--- config.mk ---
export PLATFORM = sky130hd
export DESIGN_NAME = jtframe_dbgview_sched
export DESIGN_NICKNAME = d
export VERILOG_FILES = /design/src/rtl/jtframe_dbgview_sched_pkg.sv /design/src/rtl/jtframe_dbgview_find.sv /design/src/rtl/jtframe_dbgview_sched.sv
export SDC_FILE = /design/constraint.sdc
export NUM_CORES = 1
export LEC_CHECK = 0
export CAP_MARGIN = 20
export CORE_ASPECT_RATIO = 0.6
export CORE_MARGIN = 5
export CORE_UTILIZATION = 35
export DETAILED_ROUTE_END_ITERATION = 8
export PLACE_DENSITY = 0.7
export REMOVE_ABC_BUFFERS = 1
export SYNTH_ARGS = -nofsm -noshare
export SYNTH_HDL_FRONTEND = slang
export SYNTH_HIERARCHICAL = 1
export SYNTH_SLANG_ARGS = --single-unit
--- constraint.sdc ---
create_clock -name clk -period 3.5 [get_ports clk]
set_clock_uncertainty 0.2 [all_clocks]
set_input_delay 0.7 -clock clk [delete_from_list [all_inputs] [get_ports clk]]
set_output_delay 0.7 -clock clk [all_outputs]
set_load 0.1 [all_outputs]
--- src/rtl/jtframe_dbgview_sched_pkg.sv ---
// Shared mode encodings and size limits for the debug-view scheduler.
package jtframe_dbg_pkg;

    typedef enum logic [1:0] {
        MODE_MANUAL = 2'd0,
        MODE_AUTO   = 2'd1,
        MODE_FROZEN = 2'd2
    } mode_t;

    localparam int MAX_NSRC = 16;

endpackage

--- src/rtl/jtframe_dbgview_find.sv ---
// Circular search for the nearest valid source above (i_dir=0) or below (i_dir=1) i_sel.
module jtframe_dbgview_find
    import jtframe_dbg_pkg::*;
#(
    parameter int NSRC = 4
) (
    input  logic [3:0]      i_sel,
    input  logic [NSRC-1:0] i_valid,
    input  logic            i_dir,
    output logic            o_found,
    output logic [3:0]      o_idx
);

    logic [MAX_NSRC-1:0] w_valid;
    logic [4:0]          w_cand;

    assign w_valid = MAX_NSRC'(i_valid);

    // Scan farthest-first so the nearest valid candidate is the last one written.
    always_comb begin
        o_found = 1'b0;
        o_idx   = i_sel;
        w_cand  = 5'd0;
        for (int k = NSRC - 1; k >= 1; k--) begin
            w_cand = i_dir ? (5'(i_sel) + 5'(NSRC - k)) : (5'(i_sel) + 5'(k));
            if (w_cand >= 5'(NSRC))
                w_cand = w_cand - 5'(NSRC);
            if (w_valid[w_cand[3:0]]) begin
                o_found = 1'b1;
                o_idx   = w_cand[3:0];
            end
        end
    end

endmodule

--- src/rtl/jtframe_dbgview_sched.sv ---
// Selects one of NSRC probe bytes for the debug overlay, manual or auto-cycled,
// and latches it once per frame at the start of vblank.
module jtframe_dbgview_sched
    import jtframe_dbg_pkg::*;
#(
    parameter int NSRC         = 4,
    parameter int CYCLE_FRAMES = 60
) (
    input  logic                clk,
    input  logic                rst,
    input  logic                i_lvbl,
    input  logic                i_view_next,
    input  logic                i_view_prev,
    input  logic                i_view_auto,
    input  logic                i_view_freeze,
    input  logic [8*NSRC-1:0]   i_src_data,
    input  logic [NSRC-1:0]     i_src_valid,
    output logic [7:0]          o_debug_view,
    output logic [3:0]          o_view_sel,
    output logic [1:0]          o_view_mode,
    output logic                o_frame_stb
);

    localparam logic [7:0] CNT_LAST = 8'(CYCLE_FRAMES - 1);

    logic        r_lvbl, r_next, r_prev, r_auto, r_freeze;
    logic [7:0]  r_cnt;
    logic [7:0]  r_debug_view;
    logic [3:0]  r_sel;
    logic        r_frame_stb;
    mode_t       r_mode, r_saved;

    logic [7:0]          w_src [MAX_NSRC];
    logic [MAX_NSRC-1:0] w_valid;
    logic                w_tick, w_next_e, w_prev_e, w_auto_e, w_freeze_e;
    logic                w_step_n, w_step_p;
    logic                w_found_n, w_found_p;
    logic [3:0]          w_idx_n, w_idx_p;

    // Unused slots read as zero so a 4-bit index never reaches past NSRC.
    for (genvar gi = 0; gi < MAX_NSRC; gi++) begin : g_src
        if (gi < NSRC) begin : g_used
            assign w_src[gi] = i_src_data[8*gi +: 8];
        end else begin : g_pad
            assign w_src[gi] = 8'h00;
        end
    end
    assign w_valid = MAX_NSRC'(i_src_valid);

    assign w_tick     = ~i_lvbl & r_lvbl;
    assign w_next_e   = i_view_next & ~r_next;
    assign w_prev_e   = i_view_prev & ~r_prev;
    assign w_auto_e   = i_view_auto & ~r_auto;
    assign w_freeze_e = i_view_freeze & ~r_freeze;
    assign w_step_n   = w_next_e & ~w_prev_e;
    assign w_step_p   = w_prev_e & ~w_next_e;

    jtframe_dbgview_find #(.NSRC(NSRC)) u_find_next (
        .i_sel   (r_sel),
        .i_valid (i_src_valid),
        .i_dir   (1'b0),
        .o_found (w_found_n),
        .o_idx   (w_idx_n)
    );

    jtframe_dbgview_find #(.NSRC(NSRC)) u_find_prev (
        .i_sel   (r_sel),
        .i_valid (i_src_valid),
        .i_dir   (1'b1),
        .o_found (w_found_p),
        .o_idx   (w_idx_p)
    );

    always_ff @(posedge clk or posedge rst) begin
        if (rst) begin
            r_lvbl       <= 1'b0;
            r_next       <= 1'b0;
            r_prev       <= 1'b0;
            r_auto       <= 1'b0;
            r_freeze     <= 1'b0;
            r_cnt        <= 8'd0;
            r_debug_view <= 8'd0;
            r_sel        <= 4'd0;
            r_frame_stb  <= 1'b0;
            r_mode       <= MODE_MANUAL;
            r_saved      <= MODE_MANUAL;
        end else begin
            r_lvbl      <= i_lvbl;
            r_next      <= i_view_next;
            r_prev      <= i_view_prev;
            r_auto      <= i_view_auto;
            r_freeze    <= i_view_freeze;
            r_frame_stb <= w_tick;

            // Latch uses the selection held before this edge.
            if (w_tick && r_mode != MODE_FROZEN)
                r_debug_view <= w_valid[r_sel] ? w_src[r_sel] : 8'h00;

            case (r_mode)
                MODE_MANUAL: begin
                    if (w_freeze_e) begin
                        r_saved <= MODE_MANUAL;
                        r_mode  <= MODE_FROZEN;
                    end else begin
                        if (w_auto_e) begin
                            r_mode <= MODE_AUTO;
                            r_cnt  <= 8'd0;
                        end
                        if (w_step_n && w_found_n)
                            r_sel <= w_idx_n;
                        else if (w_step_p && w_found_p)
                            r_sel <= w_idx_p;
                    end
                end
                MODE_AUTO: begin
                    if (w_freeze_e) begin
                        r_saved <= MODE_AUTO;
                        r_mode  <= MODE_FROZEN;
                    end else begin
                        if (w_auto_e)
                            r_mode <= MODE_MANUAL;
                        // A manual step restarts the dwell period and pre-empts the timed step.
                        if (w_step_n || w_step_p) begin
                            r_cnt <= 8'd0;
                            if (w_step_n && w_found_n)
                                r_sel <= w_idx_n;
                            else if (w_step_p && w_found_p)
                                r_sel <= w_idx_p;
                        end else if (w_tick) begin
                            if (r_cnt == CNT_LAST) begin
                                r_cnt <= 8'd0;
                                if (w_found_n)
                                    r_sel <= w_idx_n;
                            end else begin
                                r_cnt <= r_cnt + 8'd1;
                            end
                        end
                    end
                end
                MODE_FROZEN: begin
                    if (w_freeze_e)
                        r_mode <= r_saved;
                end
                default: r_mode <= MODE_MANUAL;
            endcase
        end
    end

    assign o_debug_view = r_debug_view;
    assign o_view_sel   = r_sel;
    assign o_view_mode  = r_mode;
    assign o_frame_stb  = r_frame_stb;

endmodule

---- After elaboration in Yosys (flattened, before gate mapping) ----
Cells that the tools add are included.
storage, ports and cells
  output and inout port bits .............. 15
  bits of input ports ..................... 43
  logic and storage cells ................. 118
  register bits ........................... 30
operators by class
  bitwise logic cells ..................... 15
  muxes and demuxes ....................... 52
  $lt $le $gt $ge ......................... 8
  $add $sub $neg .......................... 7
  reduce and logical (&&, ||, !) cells .... 10
  equal/unequal tests ..................... 15
operators by type and width
  operator               count
  $mux W8                9
  $mux W4                17
  $bmux W8 S4            1
  $lt A4 B5 Y1 const B   4
  $bmux W1 S4            4
  $pmux W8 S2            1
  $ge A5 B3 Y1 const B   3
  $ne A3 B3 Y1 const B   5
  $mux W2                7
  $ne A2 B2 Y1 const B   7
  $sub A4 B3 Y4 const B  3
  $add A4 B2 Y5 const B  2
  $mux W1                10
  $add A8 B1 Y8 const B  1
  $eq A8 B6 Y1 const B   1
  $pmux W4 S2            1
  $and A1 B1 Y1          7
  $not A1 Y1             7
  $pmux W2 S3            1
  $reduce_and A3 Y1      2
  $reduce_and A6 Y1      1
  $add A4 B1 Y5 const B  1
  $ge A5 B5 Y1 const B   1
  $not A4 Y5             1
  other kinds (8)        10

---- Longest topological paths before layout ----
Gate-level depths: netlist of run 1.
  depth in word-level cells ............... 14
  depth in mapped cells ................... 15
  depth with buffers taken out ............ 14

---- Cells and area by module ----
Netlist of run 1, hierarchy kept.
by module, submodules not included
  module                 cells an instance  instances  area an instance (sq um)  sequential area each (sq um)
  jtframe_dbgview_sched  144                1          1621.6                    725.7
  jtframe_dbgview_find   73                 2          573.0                     0.0

---- Worst setup path before layout of run 1 ----
Ideal clock, no wire load.
  kind .................................... register to register
  from .................................... reg r_sel[1], in the netlist o_view_sel[1]
  to ...................................... reg r_sel[0], in the netlist o_view_sel[0]
  required time ........................... 3169 ps
  setup slack ............................. -495 ps
  setup time .............................. 131 ps
  data arrival time ....................... 3664 ps
  clock period less this slack ............ 3995 ps
  cell stages (with the launch flop) ...... 15
  cells stage by stage .................... dfrtp_1 -> inv_1 -> ha_1 -> nor2b_1 -> nor3_1 -> or2_4 -> ha_1 -> nand3_1 -> a311oi_1 -> a211o_1 -> o211ai_2 -> and2_1 -> a311oi_1 -> a211oi_2 -> a2bb2oi_1
on the way
  elaborated cells between the ends (all ways) .. 43
  those cells by class .................... add/sub: 6; order compare: 3; eq/ne: 1; mux: 30; reduce/logical: 3
RTL lines
  item                                           line                                                        RTL
  start, declared                                jtframe_dbgview_sched.sv:29                                 logic [3:0] r_sel;
  start signal, assigned                         jtframe_dbgview_sched.sv:110                                r_sel <= w_idx_n;
  start signal, assigned                         jtframe_dbgview_sched.sv:112                                r_sel <= w_idx_p;
  start signal, assigned                         jtframe_dbgview_sched.sv:126                                r_sel <= w_idx_n;
  $add A4 B2 Y5                                  jtframe_dbgview_find.sv:25                                  w_cand = i_dir ? (5'(i_sel) + 5'(NSRC - k)) : (5'(i_sel) + 5'(k));
  $sub A4 B3 Y4 or $ge A5 B3 Y1 (tied branches)  jtframe_dbgview_find.sv:27, jtframe_dbgview_find.sv:26
  $mux W4                                        jtframe_dbgview_find.sv:26                                  if (w_cand >= 5'(NSRC))
  $bmux W1 S4                                    jtframe_dbgview_find.sv:28                                  if (w_valid[w_cand[3:0]]) begin
  $mux W1 (implied by the code)                  jtframe_dbgview_find.sv:28
  $mux W1 (2 in a row)                           jtframe_dbgview_find.sv:28
  $mux W1 *                                      jtframe_dbgview_find.sv:28
  via w_found_n                                  jtframe_dbgview_sched.sv:37                                 logic w_found_n, w_found_p;
  $logic_and A1 B1 Y1                            jtframe_dbgview_sched.sv:109, jtframe_dbgview_sched.sv:125
  $mux W4                                        jtframe_dbgview_sched.sv:125                                if (w_step_n && w_found_n)
  $mux W4                                        jtframe_dbgview_sched.sv:123                                if (w_step_n || w_step_p) begin
  $mux W4                                        jtframe_dbgview_sched.sv:116                                if (w_freeze_e) begin
  $pmux W4 S2                                    jtframe_dbgview_sched.sv:99                                 case (r_mode)
The timed path passes the listed nets; every way through them passes the cells marked *. The select of a mux whose other input is x is not followed.
A chain may end at the register's enable or synchronous reset.

---- Worst setup path in the final report of run 1 ----
  from .................................... reg r_sel[1], in the netlist o_view_sel[1]
  to ...................................... reg r_sel[3], in the netlist o_view_sel[3]
on the way
  cells in the longest elaborated chain, start to end .. 14
  elaborated cells between the ends (all ways) .. 43
  those cells by class .................... add/sub: 6; order compare: 3; eq/ne: 1; mux: 30; reduce/logical: 3
ends and longest elaborated chain
  item                                           line
  $add A4 B1 Y5                                  n/a
  $sub A4 B3 Y4 or $ge A5 B3 Y1 (tied branches)  jtframe_dbgview_find.sv:27, jtframe_dbgview_find.sv:26
  $mux W4                                        jtframe_dbgview_find.sv:26
  $bmux W1 S4                                    jtframe_dbgview_find.sv:28
  $mux W1 (implied by the code)                  jtframe_dbgview_find.sv:28
  $mux W1 (2 in a row)                           jtframe_dbgview_find.sv:28
  $mux W1 *                                      jtframe_dbgview_find.sv:28
  via w_found_p                                  jtframe_dbgview_sched.sv:37
  $logic_and A1 B1 Y1 *                          jtframe_dbgview_sched.sv:111, jtframe_dbgview_sched.sv:127
  $mux W4 *                                      jtframe_dbgview_sched.sv:111, jtframe_dbgview_sched.sv:127
  $mux W4 *                                      jtframe_dbgview_sched.sv:125
  $mux W4                                        jtframe_dbgview_sched.sv:123
  $mux W4                                        jtframe_dbgview_sched.sv:116
  $pmux W4 S2 *                                  jtframe_dbgview_sched.sv:99
Marked as above.

==> impl_metrics.py, run 1 <==
metrics = {
    "final_layout": {
        "fin_cells": 469,
        "final_nets": 422,
        "area.growth.synth_to_final_pct": 32.5,
        "drive_gt1_frac": 0.222,
        "layout_common_cells": "clkdlybuf4s50_1 (42), dfrtp_1 (29), nand2_1 (26)",
        "layout_commonest_cell": "clkdlybuf4s50_1",
        "n_antenna_cell": 0,
        "final_util": 0.471,
    },
    "global_route": {
        "grt_overflow_total": 0,
        "grt_pass1_wl_um": 11900,
        "grt_antenna_before_repair": 0,
        "track_usage": 0.148,
        "grt_pass1_vias": 2363,
        "grt_start_max_net_pins": 30,
    },
    "clock_tree": {
        "h-tree-depth": 2,
        "cts_sinks": 29,
        "tritoncts": "built",
        "numCtsBuffers": 5,
        "ctsRootBufferMaster": "clkbuf_16",
        "clk_path_buf_depth": 2,
        "clk_pin_slew_ps": 50,
        "cts_hold_buf": 0,
        "worstSkewPairLatency_ps": 270,
    },
    "synth": {
        "synth_flop_cell": "dfrtp_1",
        "synthArstFlopShare": 1.00,
        "syn_inst": 290,
        "ys_ff_latch": 29,
        "ys_warn_count": 6,
        "synth_edf_count": 0,
        "syn_avg_cell_area_sq_um": 9.54,
        "synth_area_sq_um": 2770,
        "ys_types": 63,
        "synth-seq-area-share": 0.262,
    },
    "timing": {
        "period_share": 0.938,
        "period_needed_ps": 3280,
        "finalSetupViolCount": 0,
        "slew_violations": 0,
        "fmax_mhz": 305,
        "finalHoldViolations": 0,
        "fin_setup_tns_ps": 0,
    },
    "placed_design": {
        "gp_congestion": 0.866,
        "numPortBuffers": 57,
        "dp_hpwl_um": 5690,
        "dpl.cell_count": 459,
    },
    "floorplanning": {
        "die_h_um": 78.9,
        "dieArea_sq_um": 9840,
        "pin_count": 58,
        "rows": 25,
        "initial_core_util": 0.355,
        "die_w_um": 125,
        "core_sq_um": 7790,
    },
    "setup_path": {
        "cp_top_family": "compound AO/OA/AOI/OAI gates",
        "path_buf_inv": 2,
        "cp.arrival_ps": 3220,
        "worstSetupEndpointType": "flop",
        "crit_path_start_kind": "flop",
        "max_stage_delay_ps": 380,
        "slowest_stage": "dfrtp_1",
        "path_class": "reg2reg",
        "cp_max_fo": 14,
        "path_cells": "buf_4, inv_1, ha_1, nand2_1, o21a_1, xnor2_2, ha_1, o22ai_1, a22oi_2, o211ai_2, nand2_1, a211o_1, o22ai_1, a2bb2oi_1",
        "critical_path_required_ps": 3440,
    },
    "pwr": {
        "intPower_uw": 1930,
        "p_leak_uw": 0.00165,
        "p_comb_frac": 0.774,
        "switchingPower_uw": 2030,
        "power_density_nw_per_um2": 1080,
        "totalPowerFinal_uw": 3970,
        "p_seq_frac": 0.125,
        "swShare": 0.513,
        "clkPwrFrac": 0.101,
        "irDropWorstVdd_mv": 0.396,
    },
    "routing": {
        "antenna_left": 0,
        "viasPerCell": 5.33,
        "drc": 0,
        "drt_wl_total_um": 7290,
        "wl_per_cell_um": 15.5,
        "drt_iter0_drc": 174,
        "dr.pass1.iters": 4,
        "via_count": 2500,
    },
    "flow_run": {
        "maxCapViolations": 0,
    },
    "status": {
        "status": "finished, final reports clean",
    },
    "hold_path": {
        "hold_path.class": "reg2reg",
    },
}
[cells in the mapped netlist (3+ instances only)]
cell	number	share of area
a311oi_1	3	0.0095
a2bb2oi_1	4	0.013
mux4_2	9	0.073
o21a_1	4	0.011
and3_1	6	0.014
inv_1	24	0.033
o22ai_1	6	0.014
nand4_1	4	0.0090
a21oi_1	7	0.013
o21ai_0	9	0.016
a22o_1	3	0.0095
o211ai_1	6	0.016
nor2b_1	4	0.0090
a31o_2	3	0.0095
nand3_1	10	0.018
o21ai_1	4	0.0072
dfrtp_1	29	0.26
a221o_1	4	0.014
mux2i_1	10	0.036
nor3_1	3	0.0054
nand3b_1	3	0.0081
nor2_1	12	0.016
ha_1	19	0.086
nand2_1	26	0.035
and2_1	4	0.0090
nand2b_1	5	0.011
a211o_2	3	0.011
buf_6	4	0.016
a211o_1	3	0.0095
nor2b_4	3	0.015
xnor2_1	8	0.025
[power by group through the flow]
stage | Sequential (uW) | Combinational (uW) | Clock [uW]
global placement | 495 | 2880 | 0
finish | 495 | 3070 | 402
global route | 509 | 3310 | 430
CTS | 496 | 2930 | 414
detailed placement | 501 | 2910 | 0
floorplan | 1010 | 1720 | 0
[metrics by stage]
stage                     worst slack [ps]  hold WS [ps]  cell area (sq um)
after floorplan                      -1170           280               2710
after global placement                 313           265               3470
after detailed placement               233           275               3470
after CTS                              219           285               3610
after global routing                 -26.3           313               3670
final                                  217           281               3670
[repair_timing]
| action | in CTS | in global routing |
|---|---|---|
| setup endpoints to repair | 0 | 4 |
| gates resized for setup | 0 | 7 |
| buffers inserted | 0 | 2 |
[worst reg2reg max path: stages (launching register included)]
cell and delay [ps]:
dfrtp_1 380, buf_4 200, inv_1 170, ha_1 200, nand2_1 70, o21a_1 170
xnor2_2 170, ha_1 310, o22ai_1 210, a22oi_2 120, o211ai_2 270, nand2_1 150
a211o_1 300, o22ai_1 150, a2bb2oi_1 90
[logic make-up (layout without fill, tap and decap cells)]
| kind of cell | Yosys count | count (layout) | synth area share |
|---|---|---|---|
| fa+ha+maj | 19 | 19 | 0.0859 |
| compound gates | 82 | 82 | 0.243 |
| flops | 29 | 29 | 0.262 |
| buf+inv | 31 | 100 | 0.0552 |
| mux | 21 | 21 | 0.118 |
| other cells | 2 | 4 | 0.00271 |
| simple gates | 96 | 96 | 0.202 |
| xor+xnor | 10 | 10 | 0.0316 |
[worst paths after layout]
| kind | start | slack, ps | to | cells after the start |
|---|---|---|---|---|
| max in group asynchronous | rst | 2210 | r_auto$_DFF_PP0_ | 3 |
| min reg2reg | o_debug_view[1]$_DFFE_PP0P_ | 280 | o_debug_view[1]$_DFFE_PP0P_ | 2 |
| min | o_debug_view[1]$_DFFE_PP0P_ | 280 | o_debug_view[1]$_DFFE_PP0P_ | 2 |
| max | o_view_sel[1]$_DFFE_PP0P_ | 220 | o_view_sel[3]$_DFFE_PP0P_ | 14 |
| min in group asynchronous | rst | 610 | o_debug_view[0]$_DFFE_PP0P_ | 3 |
| max reg2reg | o_view_sel[1]$_DFFE_PP0P_ | 220 | o_view_sel[3]$_DFFE_PP0P_ | 14 |
[sequential cells by signal (all words and copies together) (netlist names)]
signal        flops
r_saved           1
o_frame_stb       1
r_cnt             8
r_next            1
r_prev            1
r_freeze          1
o_view_sel        4
o_debug_view      8
r_lvbl            1
o_view_mode       2
r_auto            1
[layout make-up]
type | instances | area [sq um]
multi-input combinational | 232 | 1940
timing repair buffer | 68 | 641
tap | 108 | 135
inverter | 24 | 90.1
fill | 729 | 4120
sequential | 29 | 726
clock buffer | 6 | 129
clock inverter | 2 | 10.0
[routing by layer]
metal  vias up  wire (um)  share of wire  track usage
met4         0         51         0.0070       0.0317
met1      1180       3870           0.53        0.225
met5         -          0              0            0
met3         5        514          0.071       0.0390
met2        80       2860           0.39        0.208
li1       1235          -              -            -
Power figures use the tool's default switching activity.
==> run 2, diff against run 1 <==
--- a/config.mk
+++ b/config.mk
@@ -5,8 +5,7 @@
 export SDC_FILE = /design/constraint.sdc
 export NUM_CORES = 1
 export LEC_CHECK = 0
-export CAP_MARGIN = 20
-export CORE_ASPECT_RATIO = 0.6
+export CORE_ASPECT_RATIO = 1.75
 export CORE_MARGIN = 5
 export CORE_UTILIZATION = 35
 export DETAILED_ROUTE_END_ITERATION = 8
==> impl_metrics.py, run 2 (synthesis gave the netlist of run 1 again) <==
metrics = {
    "status": {
        "status": "finished, final reports clean",
    },
    "timing": {
        "finalSetupViolCount": 0,
        "holdWs_ps": 280,
        "slew_violations": 0,
        "slew_headroom": 0.622,
        "finalWorstSetupSlack_ps": 129,
        "worstMarginPinSlew_ps": 564,
        "period_needed_ps": 3370,
        "finalHoldViolations": 0,
        "fmax_mhz": 297,
        "period_share": 0.963,
    },
    "clock_tree": {
        "worstSkewPairLatency_ps": 280,
        "numCtsBuffers": 5,
        "cts_sinks": 29,
        "ctsRootBufferMaster": "clkbuf_16",
        "h-tree-depth": 2,
        "clk_path_buf_depth": 2,
        "tritoncts": "built",
        "clk_pin_slew_ps": 50,
    },
    "hold_path": {
        "hold_path.class": "reg2reg",
        "hold_end": "o_debug_view[7]$_DFFE_PP0P_",
        "holdPathStages": 2,
        "hold_start": "o_debug_view[7]$_DFFE_PP0P_",
    },
    "global_route": {
        "grt_start_max_net_pins": 37,
        "grt_overflow_total": 0,
        "grt_antenna_before_repair": 0,
        "grt_pass1_vias": 2551,
        "grt_pass1_wl_um": 12000,
        "track_usage": 0.148,
    },
    "routing": {
        "drc": 0,
        "wl_per_cell_um": 16.4,
        "drt_iter0_drc": 151,
        "dr.pass1.iters": 4,
        "viasPerCell": 5.61,
        "via_count": 2534,
        "antenna_left": 0,
        "drt_wl_total_um": 7390,
    },
    "setup_path": {
        "cpMostUsedCell": "ha_1",
        "r2r-start": "o_view_sel[0]$_DFFE_PP0P_",
        "crit_path_start_kind": "flop",
        "ff2ff_path_depth": 14,
        "cp_max_fo": 7,
        "critical_path_required_ps": 3450,
        "max_stage_delay_ps": 450,
        "slowest_stage": "dfrtp_1",
        "path_cells": "inv_1, ha_1, nor2b_1, nor3_1, or2_4, ha_1, nand3_1, a311oi_1, a211o_1, o211ai_4, and2_1, a311oi_2, a211oi_2, a2bb2oi_1",
        "worstSetupEndpointType": "flop",
        "rrSetupSlack_ps": 130,
        "path_class": "reg2reg",
        "worst_r2r_endpoint": "o_view_sel[2]$_DFFE_PP0P_",
        "cp.arrival_ps": 3320,
    },
    "floorplanning": {
        "dieArea_sq_um": 9860,
        "die_h_um": 128,
        "initial_core_util": 0.352,
        "pin_count": 58,
        "die_w_um": 77.2,
        "rows": 43,
        "core_sq_um": 7860,
    },
    "pwr": {
        "totalPowerFinal_uw": 4100,
        "power_density_nw_per_um2": 1110,
        "irDropWorstVdd_mv": 0.551,
        "p_leak_uw": 0.00166,
    },
    "flow_run": {
        "maxCapViolations": 0,
    },
    "placed_design": {
        "dp_slack_ps": 95.6,
        "dp_hpwl_um": 5720,
        "numPortBuffers": 57,
        "gp_congestion": 0.896,
    },
    "final_layout": {
        "drive_gt1_frac": 0.215,
        "layout_commonest_cell": "clkdlybuf4s50_1",
        "area.growth.synth_to_final_pct": 33.5,
        "n_antenna_cell": 0,
        "final_nets": 423,
        "layout_common_cells": "clkdlybuf4s50_1 (42), dfrtp_1 (28), nand2_1 (26)",
    },
}
run 2: what timing repair did:
action                                 4_1_cts  5_1_grt
gates resized for setup                      0        4
hold buffers                                 0        0
endpoints found under the hold margin        0        0
setup buffers                                0        4
setup endpoints to repair                    0        4
run 2: worst max-delay path by stage:
stage,start,endpoint,slack (ps),cells after the start
after global routing,o_view_sel[1]$_DFFE_PP0P_,o_view_sel[2]$_DFFE_PP0P_,-20,14
after detailed placement,o_view_sel[1]$_DFFE_PP0P_,o_view_sel[2]$_DFFE_PP0P_,100,14
after global placement,o_view_sel[0]$_DFFE_PP0P_,o_view_sel[3]$_DFFE_PP0P_,240,14
final,o_view_sel[0]$_DFFE_PP0P_,o_view_sel[2]$_DFFE_PP0P_,130,14
after floorplan,o_view_sel[0]$_DFFE_PP0P_,o_view_sel[0]$_DFFE_PP0P_,-1170,14
after CTS,o_view_sel[1]$_DFFE_PP0P_,o_view_sel[2]$_DFFE_PP0P_,100,14
run 2: final cells by class:
cell class	count	area, sq um
inverter	24	93.8
multi-input combinational	232	1910
timing repair buffer	69	678
tap	90	113
sequential	29	727
fill	726	4160
clock inverter	1	30.0
clock buffer	7	143
run 2: layer usage:
| layer | vias to the layer above | part of all wire | track usage |
|---|---|---|---|
| li1 | 1233 | - | - |
| met1 | 1186 | 0.37 | 0.150 |
| met2 | 95 | 0.54 | 0.277 |
| met3 | 20 | 0.056 | 0.0331 |
| met4 | 0 | 0.037 | 0.0769 |
| met5 | - | 0 | 0 |
run 2: worst max-delay path: cells and delay by family (launching register included):
| kind | cells | cell delay, ps |
|---|---|---|
| AOI/OAI and AO/OA | 6 | 1310 |
| adders and majority gates | 2 | 360 |
| buffers and inverters | 1 | 120 |
| DFF | 1 | 450 |
| and+or+nand+nor | 5 | 790 |
run 2: power by group:
| group | switching [uW] | total [uW] | internal [uW] |
|---|---|---|---|
| combinational | 1810 | 3100 | 1290 |
| clock | 144 | 499 | 354 |
| sequential | 89.0 | 498 | 409 |
| total | 2040 | 4100 | 2050 |
run 2: through the flow:
step / setup TNS, ps / instance area [sq um] / std cells / utilization
floorplan: -4680 / 2710 / 285 / -
global placement: 0 / 3450 / 439 / 0.439
detailed placement: 0 / 3450 / 439 / 0.439
CTS: 0 / 3620 / 447 / 0.461
global route: -60.7 / 3700 / 452 / 0.471
finish: 0 / 3700 / 452 / 0.471
